**config.mk**
```make
export PLATFORM = sky130hd
export DESIGN_NAME = fetch_ctrl_flat
export DESIGN_NICKNAME = d
export VERILOG_FILES = /design/src/rtl/fetch_ctrl_if.sv /design/src/rtl/fetch_ctrl.sv /design/src/flat_wrapper.sv
export SDC_FILE = /design/constraint.sdc
export NUM_CORES = 1
export LEC_CHECK = 0
export ABC_CLOCK_PERIOD_IN_PS = 1900
export BUFFER_PORTS_ARGS = -buffer_cell sky130_fd_sc_hd__buf_4
export CAP_MARGIN = 20
export CORE_MARGIN = 2
export CORE_UTILIZATION = 39
export CTS_CLUSTER_SIZE = 12
export DETAILED_ROUTE_END_ITERATION = 8
export PLACE_DENSITY_LB_ADDON = 0.1
export RECOVER_POWER = 25
export SLEW_MARGIN = 30
export SYNTH_ARGS = -nofsm -noshare
export SYNTH_HDL_FRONTEND = slang
export SYNTH_SLANG_ARGS = --single-unit
```
**constraint.sdc**
```tcl
create_clock -name clk -period 1.9 [get_ports clk]
set_input_delay 0.38 -clock clk [delete_from_list [all_inputs] [get_ports clk]]
set_output_delay 0.38 -clock clk [all_outputs]
set_load 0.1 [all_outputs]
```
**src/rtl/fetch_ctrl_if.sv**
```systemverilog
// Fetch-stage control bundle: request/stall inputs from hazard, ID and CP0 logic,
// and the PC / IF-ID controls plus stall counter driven back by the sequencer.
interface fetch_ctrl_if #(
  parameter int CNT_W = 16
);
  logic             int_req;
  logic             exc_req;
  logic             exl;
  logic             eret_d;
  logic             epc_busy;
  logic             hz_stall;
  logic             md_stall;
  logic [1:0]       jmp_type;
  logic [2:0]       PCSel;
  logic             PC_En;
  logic             IF_ID_En;
  logic             IF_ID_Clr;
  logic             exc_ack;
  logic [CNT_W-1:0] stall_cnt;

  modport master (
    input  int_req, exc_req, exl, eret_d, epc_busy, hz_stall, md_stall, jmp_type,
    output PCSel, PC_En, IF_ID_En, IF_ID_Clr, exc_ack, stall_cnt
  );

  modport slave (
    output int_req, exc_req, exl, eret_d, epc_busy, hz_stall, md_stall, jmp_type,
    input  PCSel, PC_En, IF_ID_En, IF_ID_Clr, exc_ack, stall_cnt
  );
endinterface

```
**src/rtl/fetch_ctrl.sv**
```systemverilog
// Fetch-stage sequencer: arbitrates exception/interrupt entry, ERET return, stalls and
// ID redirects into PCSel / PC_En / IF_ID_En / IF_ID_Clr, and counts stall cycles.
module fetch_ctrl #(
  parameter int         CNT_W      = 16,
  parameter logic [2:0] EXC_VECTOR = 3'b101,
  parameter logic [2:0] ERET_SEL   = 3'b111
) (
  input  logic       clk,
  input  logic       reset,
  fetch_ctrl_if.master bus
);

  typedef enum logic [1:0] {
    RUN       = 2'd0,
    ERET_WAIT = 2'd1,
    EXC_HOLD  = 2'd2
  } state_t;

  state_t           state, state_nxt;
  logic [CNT_W-1:0] stall_cnt_q;
  logic             take_exc;
  logic [2:0]       pc_sel;
  logic             pc_en;
  logic             if_id_en;
  logic             if_id_clr;
  logic             exc_ack;

  function automatic logic [CNT_W-1:0] sat_inc(input logic [CNT_W-1:0] v);
    if (v == {CNT_W{1'b1}}) return v;
    return v + {{(CNT_W-1){1'b0}}, 1'b1};
  endfunction

  // An interrupt is only taken while not already inside a handler.
  assign take_exc = bus.exc_req | (bus.int_req & ~bus.exl);

  always_ff @(posedge clk) begin
    if (reset) begin
      state       <= RUN;
      stall_cnt_q <= '0;
    end else begin
      state <= state_nxt;
      if (!pc_en) stall_cnt_q <= sat_inc(stall_cnt_q);
    end
  end

  always_comb begin
    state_nxt = state;
    pc_sel    = 3'b000;
    pc_en     = 1'b1;
    if_id_en  = 1'b1;
    if_id_clr = 1'b0;
    exc_ack   = 1'b0;
    case (state)
      RUN: begin
        if (take_exc) begin
          pc_sel    = EXC_VECTOR;
          if_id_clr = 1'b1;
          exc_ack   = 1'b1;
          state_nxt = EXC_HOLD;
        end else if (bus.eret_d && bus.epc_busy) begin
          pc_en     = 1'b0;
          if_id_en  = 1'b0;
          state_nxt = ERET_WAIT;
        end else if (bus.eret_d) begin
          pc_sel    = ERET_SEL;
          if_id_clr = 1'b1;
        end else if (bus.hz_stall || bus.md_stall) begin
          pc_en    = 1'b0;
          if_id_en = 1'b0;
        end else begin
          pc_sel = {1'b0, bus.jmp_type};
        end
      end
      ERET_WAIT: begin
        if (take_exc) begin
          pc_sel    = EXC_VECTOR;
          if_id_clr = 1'b1;
          exc_ack   = 1'b1;
          state_nxt = EXC_HOLD;
        end else if (bus.epc_busy) begin
          pc_en    = 1'b0;
          if_id_en = 1'b0;
        end else begin
          pc_sel    = ERET_SEL;
          if_id_clr = 1'b1;
          state_nxt = RUN;
        end
      end
      EXC_HOLD: begin
        // One sequential fetch while CP0 EXL settles; requests wait for next cycle.
        state_nxt = RUN;
      end
      default: begin
        state_nxt = RUN;
      end
    endcase
    if (reset) begin
      state_nxt = RUN;
      pc_sel    = 3'b000;
      pc_en     = 1'b0;
      if_id_en  = 1'b0;
      if_id_clr = 1'b1;
      exc_ack   = 1'b0;
    end
  end

  assign bus.PCSel     = pc_sel;
  assign bus.PC_En     = pc_en;
  assign bus.IF_ID_En  = if_id_en;
  assign bus.IF_ID_Clr = if_id_clr;
  assign bus.exc_ack   = exc_ack;
  assign bus.stall_cnt = stall_cnt_q;

endmodule

```
**src/flat_wrapper.sv**
```systemverilog
// flat-port wrapper written by rule: the top's interface ports become plain ports
module fetch_ctrl_flat 
#(
  parameter int         CNT_W      = 16,
  parameter logic [2:0] EXC_VECTOR = 3'b101,
  parameter logic [2:0] ERET_SEL   = 3'b111
)
  (clk, reset, bus_int_req, bus_exc_req, bus_exl, bus_eret_d, bus_epc_busy, bus_hz_stall, bus_md_stall, bus_jmp_type, bus_PCSel, bus_PC_En, bus_IF_ID_En, bus_IF_ID_Clr, bus_exc_ack, bus_stall_cnt);
  fetch_ctrl_if #(.CNT_W(CNT_W)) bus_i ();
  input  logic clk;
  input  logic reset;
  input wire logic [$bits(bus_i.int_req)-1:0] bus_int_req;
  input wire logic [$bits(bus_i.exc_req)-1:0] bus_exc_req;
  input wire logic [$bits(bus_i.exl)-1:0] bus_exl;
  input wire logic [$bits(bus_i.eret_d)-1:0] bus_eret_d;
  input wire logic [$bits(bus_i.epc_busy)-1:0] bus_epc_busy;
  input wire logic [$bits(bus_i.hz_stall)-1:0] bus_hz_stall;
  input wire logic [$bits(bus_i.md_stall)-1:0] bus_md_stall;
  input wire logic [$bits(bus_i.jmp_type)-1:0] bus_jmp_type;
  output wire logic [$bits(bus_i.PCSel)-1:0] bus_PCSel;
  output wire logic [$bits(bus_i.PC_En)-1:0] bus_PC_En;
  output wire logic [$bits(bus_i.IF_ID_En)-1:0] bus_IF_ID_En;
  output wire logic [$bits(bus_i.IF_ID_Clr)-1:0] bus_IF_ID_Clr;
  output wire logic [$bits(bus_i.exc_ack)-1:0] bus_exc_ack;
  output wire logic [$bits(bus_i.stall_cnt)-1:0] bus_stall_cnt;
  assign bus_i.int_req = bus_int_req;
  assign bus_i.exc_req = bus_exc_req;
  assign bus_i.exl = bus_exl;
  assign bus_i.eret_d = bus_eret_d;
  assign bus_i.epc_busy = bus_epc_busy;
  assign bus_i.hz_stall = bus_hz_stall;
  assign bus_i.md_stall = bus_md_stall;
  assign bus_i.jmp_type = bus_jmp_type;
  assign bus_PCSel = bus_i.PCSel;
  assign bus_PC_En = bus_i.PC_En;
  assign bus_IF_ID_En = bus_i.IF_ID_En;
  assign bus_IF_ID_Clr = bus_i.IF_ID_Clr;
  assign bus_exc_ack = bus_i.exc_ack;
  assign bus_stall_cnt = bus_i.stall_cnt;
  fetch_ctrl #(.CNT_W(CNT_W), .EXC_VECTOR(EXC_VECTOR), .ERET_SEL(ERET_SEL)) u_core (.clk(clk), .reset(reset), .bus(bus_i));
endmodule
```
; After elaboration in Yosys (flattened, before gate mapping)
; Cells that the tools add are included.
; W data, S select, Z words.
[classes]
reduce_logical = 6
muxes = 33
n_bitwise = 4
addsub = 1
n_eq_ne = 5
[op_table]
columns = cell, count
row1 = $mux W3, 6
row2 = $mux W1, 17
row3 = $add A16 B1 Y16 const B, 1
row4 = $eq A16 B16 Y1 const B, 1
row5 = $mux W16, 1
row6 = $mux W2, 5
row7 = $pmux W3 S2, 1
row8 = $pmux W1 S2, 2
row9 = $pmux W2 S2, 1
row10 = $reduce_and A2 Y1, 2
row11 = $ne A3 B1 Y1 const B, 1
row12 = $ne A3 B2 Y1 const B, 1
row13 = $eq A2 B1 Y1 const B, 1
row14 = $logic_not A2 Y1, 1
row15 = $ne A2 B2 Y1 const B, 1
row16 = $not A1 Y1, 2
row17 = $reduce_or A2 Y1, 1
row18 = $and A1 B1 Y1, 1
row19 = $logic_and A1 B1 Y1, 1
row20 = $logic_or A1 B1 Y1, 1
row21 = $or A1 B1 Y1, 1
[totals]
elab_cells = 51
register_bits = 18
out_inout_bits = 23

; Longest topological paths before layout
; Gate-level depths: netlist of the first run.
[depth]
depth_word = 11
depth_mapped = 8

; Worst setup path after synthesis of the first run
; Ideal clock, no wire load.
[synth_timing]
path_kind = input to output
from = input bus_md_stall
to = output bus_PC_En
path_stages = 4
setup_slack_ns = -1.614
arrival_ns = 3.134
path_cell_list = nor4_1 nor2_1 a21oi_1 buf_4
[synth_between]
elab_chain_cells = 7
[synth_rtl]
columns = item, line
row1 = "start, declared", flat_wrapper.sv:18  ; input wire logic [$bits(bus_i.md_stall)-1:0] bus_md_stall;
row2 = $logic_or A1 B1 Y1, fetch_ctrl.sv:67  ; end else if (bus.hz_stall || bus.md_stall) begin
row3 = $mux W1 (4 in series), --
row4 = $pmux W1 S2, --
row5 = $mux W1, --
row6 = "end, declared", flat_wrapper.sv:21  ; output wire logic [$bits(bus_i.PC_En)-1:0] bus_PC_En;
; No other way between the ends.

; Worst setup path in the final report of the first run
[layout_timing]
from = register u_core.state[0]
to = output bus_PCSel[2]
[layout_between]
elab_chain_cells = 3
[layout_rtl]
columns = item, line
row1 = "start, declared", fetch_ctrl.sv:19  ; state_t state, state_nxt;
row2 = "start signal, assigned", fetch_ctrl.sv:41  ; state <= state_nxt;
row3 = $eq A2 B1 Y1 / $logic_not A2 Y1 (equally long branches), fetch_ctrl.sv:53  ; case (state)
row4 = $pmux W3 S2 (*), fetch_ctrl.sv:53
row5 = $mux W3 (*), fetch_ctrl.sv:97  ; if (reset) begin
row6 = "end, declared", flat_wrapper.sv:20  ; output wire logic [$bits(bus_i.PCSel)-1:0] bus_PCSel;
; Mark *: on every way between the ends. The rest lies on a longest branch, timed or not.

==> results of run 1 <==
[synth_stat cells (all sizes together)]
cell type / number
nand3: 5
a211oi: 2
a21boi: 1
mux2i: 2
inv: 4
or2: 2
and2: 5
dfxtp: 18
nor3: 3
or3: 10
o41ai: 1
ha: 1
xor2: 1
nor2: 8
nor4: 2
nand4: 4
o21ai: 12
o311ai: 2
and4: 2
a21oi: 13
o21ba: 1
buf: 4
o31a: 1
o31ai: 1
clkbuf: 1
o211ai: 1
nand2: 9
and3: 1
[critical path, delay by kind of cell, from the launching register on]
family | cells | cell delay (ps)
AOI/OAI and AO/OA | 2 | 380
DFF | 1 | 370
and+or+nand+nor | 1 | 30
buffers and inverters | 3 | 450
[area by class of cell]
cell class,count,area [um2]
Tap cell,28,35.03
Timing Repair Buffer,41,372.9
Fill cell,200,755.7
Clock inverter,1,3.754
Clock buffer,3,22.52
Sequential cell,18,411.6
Inverter,4,15.01
Multi-Input combinational cell,90,638.1
[worst max-delay path by stage]
stage	slack (ps)	from	depth (start not counted)	end
2_1_floorplan	-230	bus_exl	3	bus_exc_ack
3_3_place_gp	7	bus_eret_d	7	bus_PCSel[2]
3_5_place_dp	-20	bus_eret_d	7	bus_PCSel[2]
4_1_cts	-30	u_core.state[0]$_SDFFE_PP0P_	6	bus_PCSel[2]
5_1_grt	-80	u_core.state[0]$_SDFFE_PP0P_	6	bus_PCSel[2]
6_report	-10	u_core.state[0]$_SDFFE_PP0P_	6	bus_PCSel[2]
[cell families after synthesis]
| kind of cell | after synthesis |
|---|---|
| and+or+nand+nor | 51 |
| AOI/OAI and AO/OA | 35 |
| DFF | 18 |
| buffers and inverters | 9 |
| muxes | 2 |
| xor gates and xnor gates | 1 |
| adders and majority gates | 1 |
[sequential cells by signal, indices dropped and copies added, names as in the netlist]
signal / count
u_core.bus.stall_cnt: 16
u_core.state: 2
[power by group]
part | switching, mW | internal, mW | total, mW
Combinational | 0.166 | 0.0947 | 0.261
Clock | 0.122 | 0.0763 | 0.198
Sequential | 0.0104 | 0.368 | 0.378
Total | 0.299 | 0.539 | 0.837
[repair_timing]
action / CTS / global route
hold buffers: 0 / 0
endpoints found under the setup margin: 6 / 7
buffers inserted: 2 / 1
gates resized for setup: 16 / 6
pin swaps: 4 / 2
endpoints found under the hold margin: 0 / 0
[routing by layer]
layer,global-route usage (%),routed length (um)
met4,6.410,12
met3,5.367,135
met2,30.86,1141
met1,26.16,1170
met5,0,0
==> reports/metrics.yaml, run 1 <==
power_and_ir_drop:
  p_total_uw: 837.4
  cellPowerDensity_mw_per_mm2: 558.7
  ir_drop_mv: 0.4062
  leakagePower_nw: 0.5659
placement:
  pre_cts_ws_ps: -19.01
  dpl-instance-area_mm2: 0.001381
  gp_congestion: 0.7276
  dp_cells: 178
  hpwl_um: 1758
  numPortBuffers: 33
synth:
  muxShareOfSynthArea_pct: 2.116
  syn-cell-area_um2: 945.9
  yosys.area_share.adder_pct: 1.323
  ys_seq_area_share_pct: 38.10
  yosys.area_share.simple_pct: 28.70
  syn_inst: 117
  synth_top_area_share_pct: 38.10
  synth.avg_cell_area_um2: 8.085
  ys_warn_count: 0
  synth_top_family_by_area: "simple AND/OR/NAND/NOR gates"
  synth_compound_area_share_pct: 23.94
  ys_top_cells_by_area: "dfxtp_1 38%, a21oi_1 6.9%, or3_1 6.6%"
  synth_cell_types: 30
  ys_ff_latch: 18
  synth_xor_area_share_pct: 0.9259
  syn-num-nets: 129
  yosys.area.top_type: "dfxtp_1"
drt:
  routed_via_density: 5.416
  antenna_left: 0
  totalWireLength_um: 2458
  drcViolationCount: 0
  drtIter0Drc: 14
  firstDrtPassIters: 4
  routedWlPerCell_um: 13.29
  vias: 1002
clocking:
  clkSlewWorstSetupHoldPaths_ps: 100
  clockRootBuffer: "clkbuf_4"
  cts_tree: "built"
  cts_sinks: 18
  clkLatencyLatePin_ps: 290
  htreeDepth: 1
  cts_made_buffers: 3
  cts_buffer_depth: 2
layout:
  areaGrowthSynthToFinish_pct: 58.47
  final_area_mm2: 0.001499
  final_common_cell: "buf_4"
  final_cells: 185
  drive_gt1_share_pct: 50.32
  layout_common_cells: "28 x buf_4, 12 x dfxtp_4, 11 x o21ai_0"
  final_util_pct: 66.48
  nets: 170
  n_antenna_cell: 0
grt:
  groute.usage.overall_pct: 19.80
  grt_overflow_total: 0
  grt_pass1_vias: 952
  grt_pass1_wl_um: 4153
  grt_max_degree: 23
  antenna_found_initial: 0
worst_setup_path:
  cpMaxStageDelayCell: "dfxtp_4"
  cp-start-kind: "flip-flop"
  r2r_cells: 8
  timing.rr.end: "u_core.bus.stall_cnt[10]$_SDFFE_PP0P_"
  rrSetupSlack_ps: 80
  r2r-start: "u_core.state[0]$_SDFFE_PP0P_"
  crit_type: "reg2out"
  worstPathMaxFanout: 5
  crit_required_ps: 1520
  crit_chain: "o21ba_4 -> a211oi_4 -> buf_6 -> buf_6 -> nor3_4 -> buf_12"
  crit_path_end_kind: "primary output"
  max_stage_delay_ps: 370
  worst_path_most_repeated_cell: "buf_6"
  cp_data_arrival_time_ps: 1530
floorplanning:
  num_rows: 17
  core-area_mm2: 0.002255
  die_h_um: 53.25
  start_util_pct: 41.95
  die_area_mm2: 0.002836
  io_pins: 34
  die_x_um: 53.25
timing:
  worst_pin_slew_ps: 546.9
  drv_slew: 0
  fin_crit_ps: 1910
  setup_viol_count_final: 1
  fin_ws_ps: -9.572
  period_share_pct: 100.5
  fin_tns_setup_ps: -9.572
  worst_clock_skew_ps: 10.78
  hold_slack_ps: 338.7
  max_freq_mhz: 523.7
  slew_headroom_pct: 63.70
  rsz0062_at_grt: "true"
  hold_violations: 0
outcome:
  violations: "negative setup slack"
  status: "complete, but fails checks"
hold_path:
  holdCritStartpoint: "bus_epc_busy"
  whs_endpoint: "u_core.state[0]$_SDFFE_PP0P_"
  hold_path_depth: 3
  hold_class: "in2reg"
job:
  drv_cap: 0
Power figures use the tool's default switching activity.
==> run 2: changes to the inputs <==
--- a/config.mk
+++ b/config.mk
@@ -14,6 +14,7 @@
 export DETAILED_ROUTE_END_ITERATION = 8
 export PLACE_DENSITY_LB_ADDON = 0.1
 export RECOVER_POWER = 25
+export REMOVE_ABC_BUFFERS = 1
 export SLEW_MARGIN = 30
 export SYNTH_ARGS = -nofsm -noshare
 export SYNTH_HDL_FRONTEND = slang
==> run 2 against run 1 <==
The flow now finishes without violations. Final area fell by 7.3%. Utilization down 4.9 points. Non-clock buffer count grew 1. Sequential power up 3%. Global-route usage decreased by 2.4 points. Combinational power shrank 7%. Clock skew fell by 6.5 ps. Clock power rose by 20%. Flip-flop and latch count unchanged. Worst setup slack improved by 40 ps. Count of clock-buffer cells in the layout is 1 higher. Highest routed layer unchanged.
==> reports/metrics.yaml, run 2 (same netlist as run 1, synthesis figures left out) <==
drt:
  firstDrtPassIters: 4
  antenna_left: 0
  routed_via_density: 5.371
  vias: 999
  drcViolationCount: 0
  totalWireLength_um: 2260
  drtIter0Drc: 11
  routedWlPerCell_um: 12.15
clocking:
  htreeDepth: 1
  cts_tree: "built"
  clockRootBuffer: "clkbuf_4"
  cts_buffer_depth: 2
  cts_made_buffers: 3
  clkSlewWorstSetupHoldPaths_ps: 110
  cts_sinks: 18
  clkLatencyLatePin_ps: 290
worst_setup_path:
  crit_path_end_kind: "primary output"
  r2r-start: "u_core.state[0]$_SDFFE_PP0P_"
  cp-start-kind: "flip-flop"
  crit_type: "reg2out"
  crit_required_ps: 1520
  crit_chain: "nor4_2 -> buf_4 -> nor2_4 -> a21oi_4 -> buf_12"
  r2r_cells: 7
  worstPathMaxFanout: 3
  cpMaxStageDelayCell: "dfxtp_2"
  timing.rr.end: "u_core.bus.stall_cnt[15]$_SDFFE_PP0P_"
  max_stage_delay_ps: 350
  rrSetupSlack_ps: 130
  cp_data_arrival_time_ps: 1490
floorplanning:
  io_pins: 34
  core-area_mm2: 0.002255
  num_rows: 17
  die_x_um: 53.25
  die_h_um: 53.25
  start_util_pct: 41.95
  die_area_mm2: 0.002836
grt:
  groute.usage.overall_pct: 17.39
  grt_overflow_total: 0
  gr-usage-met1_pct: 20.00
  busiest_layer: "met2"
  use_met3_pct: 4.237
  grt_max_degree: 23
  grt_pass1_wl_um: 3684
  antenna_found_initial: 0
  grt_pass1_vias: 915
  use_met2_pct: 31.89
timing:
  drv_slew: 0
  hold_violations: 0
  fin_crit_ps: 1870
  period_share_pct: 98.40
  max_freq_mhz: 534.9
  rsz0062_at_grt: "true"
  slew_headroom_pct: 63.56
  setup_viol_count_final: 0
  worst_clock_skew_ps: 4.275
  worst_pin_slew_ps: 548.9
power_and_ir_drop:
  power_frac_clock_pct: 27.3
  internal_power_uw: 583.8
  swShare_pct: 32.80
  switchingPower_uw: 285.0
  power_frac_comb_pct: 28.0
  ir_drop_mv: 0.3819
  cellPowerDensity_mw_per_mm2: 625.6
  p_seq_share_pct: 44.7
  leakagePower_nw: 0.5525
placement:
  dpl-instance-area_mm2: 0.001262
  numPortBuffers: 33
  hpwl_um: 1670
  gp_congestion: 0.7696
  dp_cells: 180
layout:
  final_common_cell: "buf_4"
  n_antenna_cell: 0
  final_cells: 186
  largest_register_ff_count: 16
  drive_gt1_share_pct: 37.34
  nets: 171
  final_area_mm2: 0.001389
  layout_common_cells: "28 x buf_4, 16 x dfxtp_1, 12 x a21oi_1"
  areaGrowthSynthToFinish_pct: 46.83
  fill_cells: 218
hold_path:
  whs_endpoint: "u_core.state[0]$_SDFFE_PP0P_"
  holdCritStartpoint: "bus_epc_busy"
  hold_path_depth: 3
  hold_class: "in2reg"
outcome:
  status: "completed"
job:
  drv_cap: 0
## run 2: changes by cell type in the layout (fill, tap and decap cells not counted), sizes merged
cell and delta:
clkbuf +2, clkinv -1
## run 2: worst max path at each step
stage	startpoint	endpoint	slack [ps]
after floorplan	bus_md_stall	u_core.bus.stall_cnt[14]$_SDFFE_PP0P_	-2870
after global placement	bus_md_stall	bus_IF_ID_En	-30
after detailed placement	bus_eret_d	u_core.bus.stall_cnt[15]$_SDFFE_PP0P_	-30
after CTS	u_core.state[0]$_SDFFE_PP0P_	bus_IF_ID_En	4
after global routing	u_core.state[0]$_SDFFE_PP0P_	bus_IF_ID_En	-70
final	u_core.state[0]$_SDFFE_PP0P_	bus_PC_En	30
## run 2: what timing repair did
item	CTS	global route
hold buffers	0	0
resized for setup	16	9
pin swaps	4	2
setup buffers	2	0
setup endpoints to repair	6	9
## run 2: area by class of cell
class / instances / area [um2] / area share, %
well taps: 28 / 35.03 / 2.523
repair buffers: 42 / 360.3 / 25.95
clock buffers: 4 / 36.28 / 2.613
multi-input cells: 90 / 579.3 / 41.71
flip-flops and latches: 18 / 362.8 / 26.13
inverters: 4 / 15.01 / 1.081
## run 2: power by group through the flow
stage          Combinational [mW]  Sequential [mW]  Clock, mW
3_5_place_dp                0.213            0.395          0
6_report                    0.244            0.388      0.237
5_1_grt                     0.255            0.389      0.263
2_1_floorplan               0.115            0.418          0
4_1_cts                     0.237            0.387      0.250
3_3_place_gp                0.211            0.395          0
## run 2: metrics by stage
stage / util (%) / setup slack (ps) / hold WS (ps) / total power [mW] / setup TNS [ps]
2_1_floorplan: - / -2871 / 449.1 / 0.5329 / -25860
3_3_place_gp: 55.99 / -31.67 / 478.0 / 0.6061 / -63.10
3_5_place_dp: 55.99 / -28.90 / 498.0 / 0.6086 / -92.96
4_1_cts: 60.88 / 3.607 / 310.0 / 0.8745 / 0
5_1_grt: 61.60 / -74.87 / 321.8 / 0.9076 / -251.6
6_report: 61.60 / 30.44 / 332.4 / 0.8688 / 0
## run 2: worst max-delay path, delay by kind of cell (launching register included)
family	cells	cell delay [ps]
AO/OA/AOI/OAI	1	220
buffers and inverters	2	380
flip-flops	1	350
AND/OR/NAND/NOR	2	250
## run 2: routing by layer
layer | vias up | wire (um)
met5 | - | 0
met2 | 28 | 1114
li1 | 516 | -
met1 | 453 | 1010
met4 | 0 | 13
met3 | 2 | 122
==> run 3: changes to the inputs <==
--- a/config.mk
+++ b/config.mk
@@ -6,12 +6,12 @@
 export NUM_CORES = 1
 export LEC_CHECK = 0
 export ABC_CLOCK_PERIOD_IN_PS = 1900
-export BUFFER_PORTS_ARGS = -buffer_cell sky130_fd_sc_hd__buf_4
 export CAP_MARGIN = 20
 export CORE_MARGIN = 2
-export CORE_UTILIZATION = 39
+export CORE_UTILIZATION = 57
 export CTS_CLUSTER_SIZE = 12
 export DETAILED_ROUTE_END_ITERATION = 8
+export DONT_BUFFER_PORTS = 1
 export PLACE_DENSITY_LB_ADDON = 0.1
 export RECOVER_POWER = 25
 export REMOVE_ABC_BUFFERS = 1
==> run 3 against run 2 <==
The run now ends with negative setup slack left. Critical path depth is 2 higher. Clock power down 18%. Utilization up 32 points. Worst hold slack got worse by 200 ps. First-iteration DRC count increased to 13 times the previous value. Sequential share of layout area fell by 0.84 points. Combinational power up 6%. Routed wire length grew 86%.
==> reports/metrics.yaml, run 3 (same netlist as run 1, synthesis figures left out) <==
floorplanning:
  io_pins: 34
  start_util_pct: 62.07
  core-area_mm2: 0.001524
  die_x_um: 44.74
  die_area_mm2: 0.002001
  num_rows: 14
  die_h_um: 44.74
worst_setup_path:
  max_stage_delay_ps: 410
  worst_path_most_repeated_cell: "buf_4"
  cpMaxStageDelayCell: "or3_1"
  crit_chain: "o21ba_4 -> a211oi_4 -> buf_4 -> buf_4 -> o211ai_4 -> or3_1 -> a21oi_1"
  cp-start-kind: "flip-flop"
  worstPathMaxFanout: 11
  path_delay_family: "compound AO/OA/AOI/OAI gates"
  crit_buf_inv: 2
  cp_data_arrival_time_ps: 2210
  crit_type: "reg2reg"
  crit_required_ps: 2120
  crit_path_end_kind: "flip-flop"
grt:
  antenna_found_initial: 0
  grt_max_degree: 23
  grt_pass1_vias: 1120
  groute.usage.overall_pct: 35.23
  grt_pass1_wl_um: 4933
  grt_overflow_total: 0
clocking:
  hold_buffers: 0
  clkSlewWorstSetupHoldPaths_ps: 100
  cts_made_buffers: 3
  clockRootBuffer: "clkbuf_4"
  clkLatencyLatePin_ps: 300
  cts_tree: "built"
  htreeDepth: 1
  cts_buffer_depth: 2
  cts_sinks: 18
timing:
  hold_violations: 0
  fin_ws_ps: -96.58
  worst_clock_skew_ps: 3.781
  worst_pin_slew_ps: 607.1
  rsz0062_at_grt: "true"
  fin_crit_ps: 1997
  max_freq_mhz: 500.9
  setup_viol_count_final: 12
  fin_tns_setup_ps: -440.7
  drv_slew: 0
  slew_headroom_pct: 59.52
  period_share_pct: 105.1
  hold_slack_ps: 134.7
drt:
  vias: 1260
  routed_via_density: 7.412
  drcViolationCount: 0
  routedWlPerCell_um: 24.71
  drtIter0Drc: 142
  totalWireLength_um: 4200
  firstDrtPassIters: 6
  antenna_left: 0
layout:
  largest_register_ff_count: 16
  nets: 168
  n_antenna_cell: 0
  layout_common_cells: "24 x buf_4, 17 x dfxtp_1, 11 x a21oi_1"
  drive_gt1_share_pct: 38.31
  final_common_cell: "buf_4"
  final_cells: 170
  final_util_pct: 93.84
  areaGrowthSynthToFinish_pct: 51.19
outcome:
  status: "complete, but fails checks"
  violations: "negative setup slack"
power_and_ir_drop:
  leakagePower_nw: 0.5755
  ir_drop_mv: 0.5015
  cellPowerDensity_mw_per_mm2: 588.9
placement:
  gp_congestion: 0.7344
  hpwl_um: 1930
  numPortBuffers: 0
  dp_cells: 157
job:
  drv_cap: 0
hold_path:
  hold_class: "in2reg"
==> run 3: final cells by class <==
class                      count  area, um2
inverter                       4      15.01
clock buffer                   3      22.52
timing repair buffer          37      357.8
multi-input combinational     92      653.1
tap                           16      20.02
fill                          48      93.84
sequential                    18      361.6
==> run 3: where the power goes <==
part / switching (mW) / total, mW / internal (mW)
logic: 0.169 / 0.258 / 0.0891
clock network: 0.121 / 0.195 / 0.0740
registers: 0.00710 / 0.389 / 0.382
total: 0.297 / 0.842 / 0.545
==> run 3: path summary, 6_finish.rpt <==
kind                                         from                                    to  slack, ps  cells after the start
min                                         reset  u_core.bus.stall_cnt[7]$_SDFFE_PP0P_        130                      1
min reg2reg  u_core.bus.stall_cnt[2]$_SDFFE_PP0P_  u_core.bus.stall_cnt[2]$_SDFFE_PP0P_        600                      2
max reg2reg          u_core.state[0]$_SDFFE_PP0P_  u_core.bus.stall_cnt[8]$_SDFFE_PP0P_       -100                      7
max                  u_core.state[0]$_SDFFE_PP0P_  u_core.bus.stall_cnt[8]$_SDFFE_PP0P_       -100                      7
==> run 3: stage by stage <==
stage	worst slack (ps)	power (mW)	cell area (um2)
global route	-216.9	0.8630	1430
detailed placement	-85.14	0.6100	1269
CTS	-52.44	0.8147	1348
global placement	33.90	0.6053	1269
floorplan	-2871	0.5329	914.6
finish	-96.58	0.8422	1430
==> run 3: what timing repair did <==
action	in CTS	in global routing
setup buffers	3	5
pin swaps	4	3
setup endpoints to repair	16	20
gates resized for setup	6	8
cloned	0	2
==> run 3: layer usage <==
metal | track usage, % | up-vias | part of all wire, % | wire length, um
met4 | 26.06 | 0 | 10 | 426
met3 | 8.800 | 58 | 12 | 492
met1 | 37.03 | 539 | 33 | 1381
met5 | 0 | - | 0 | 0
li1 | - | 515 | - | -
met2 | 60.29 | 148 | 45 | 1899
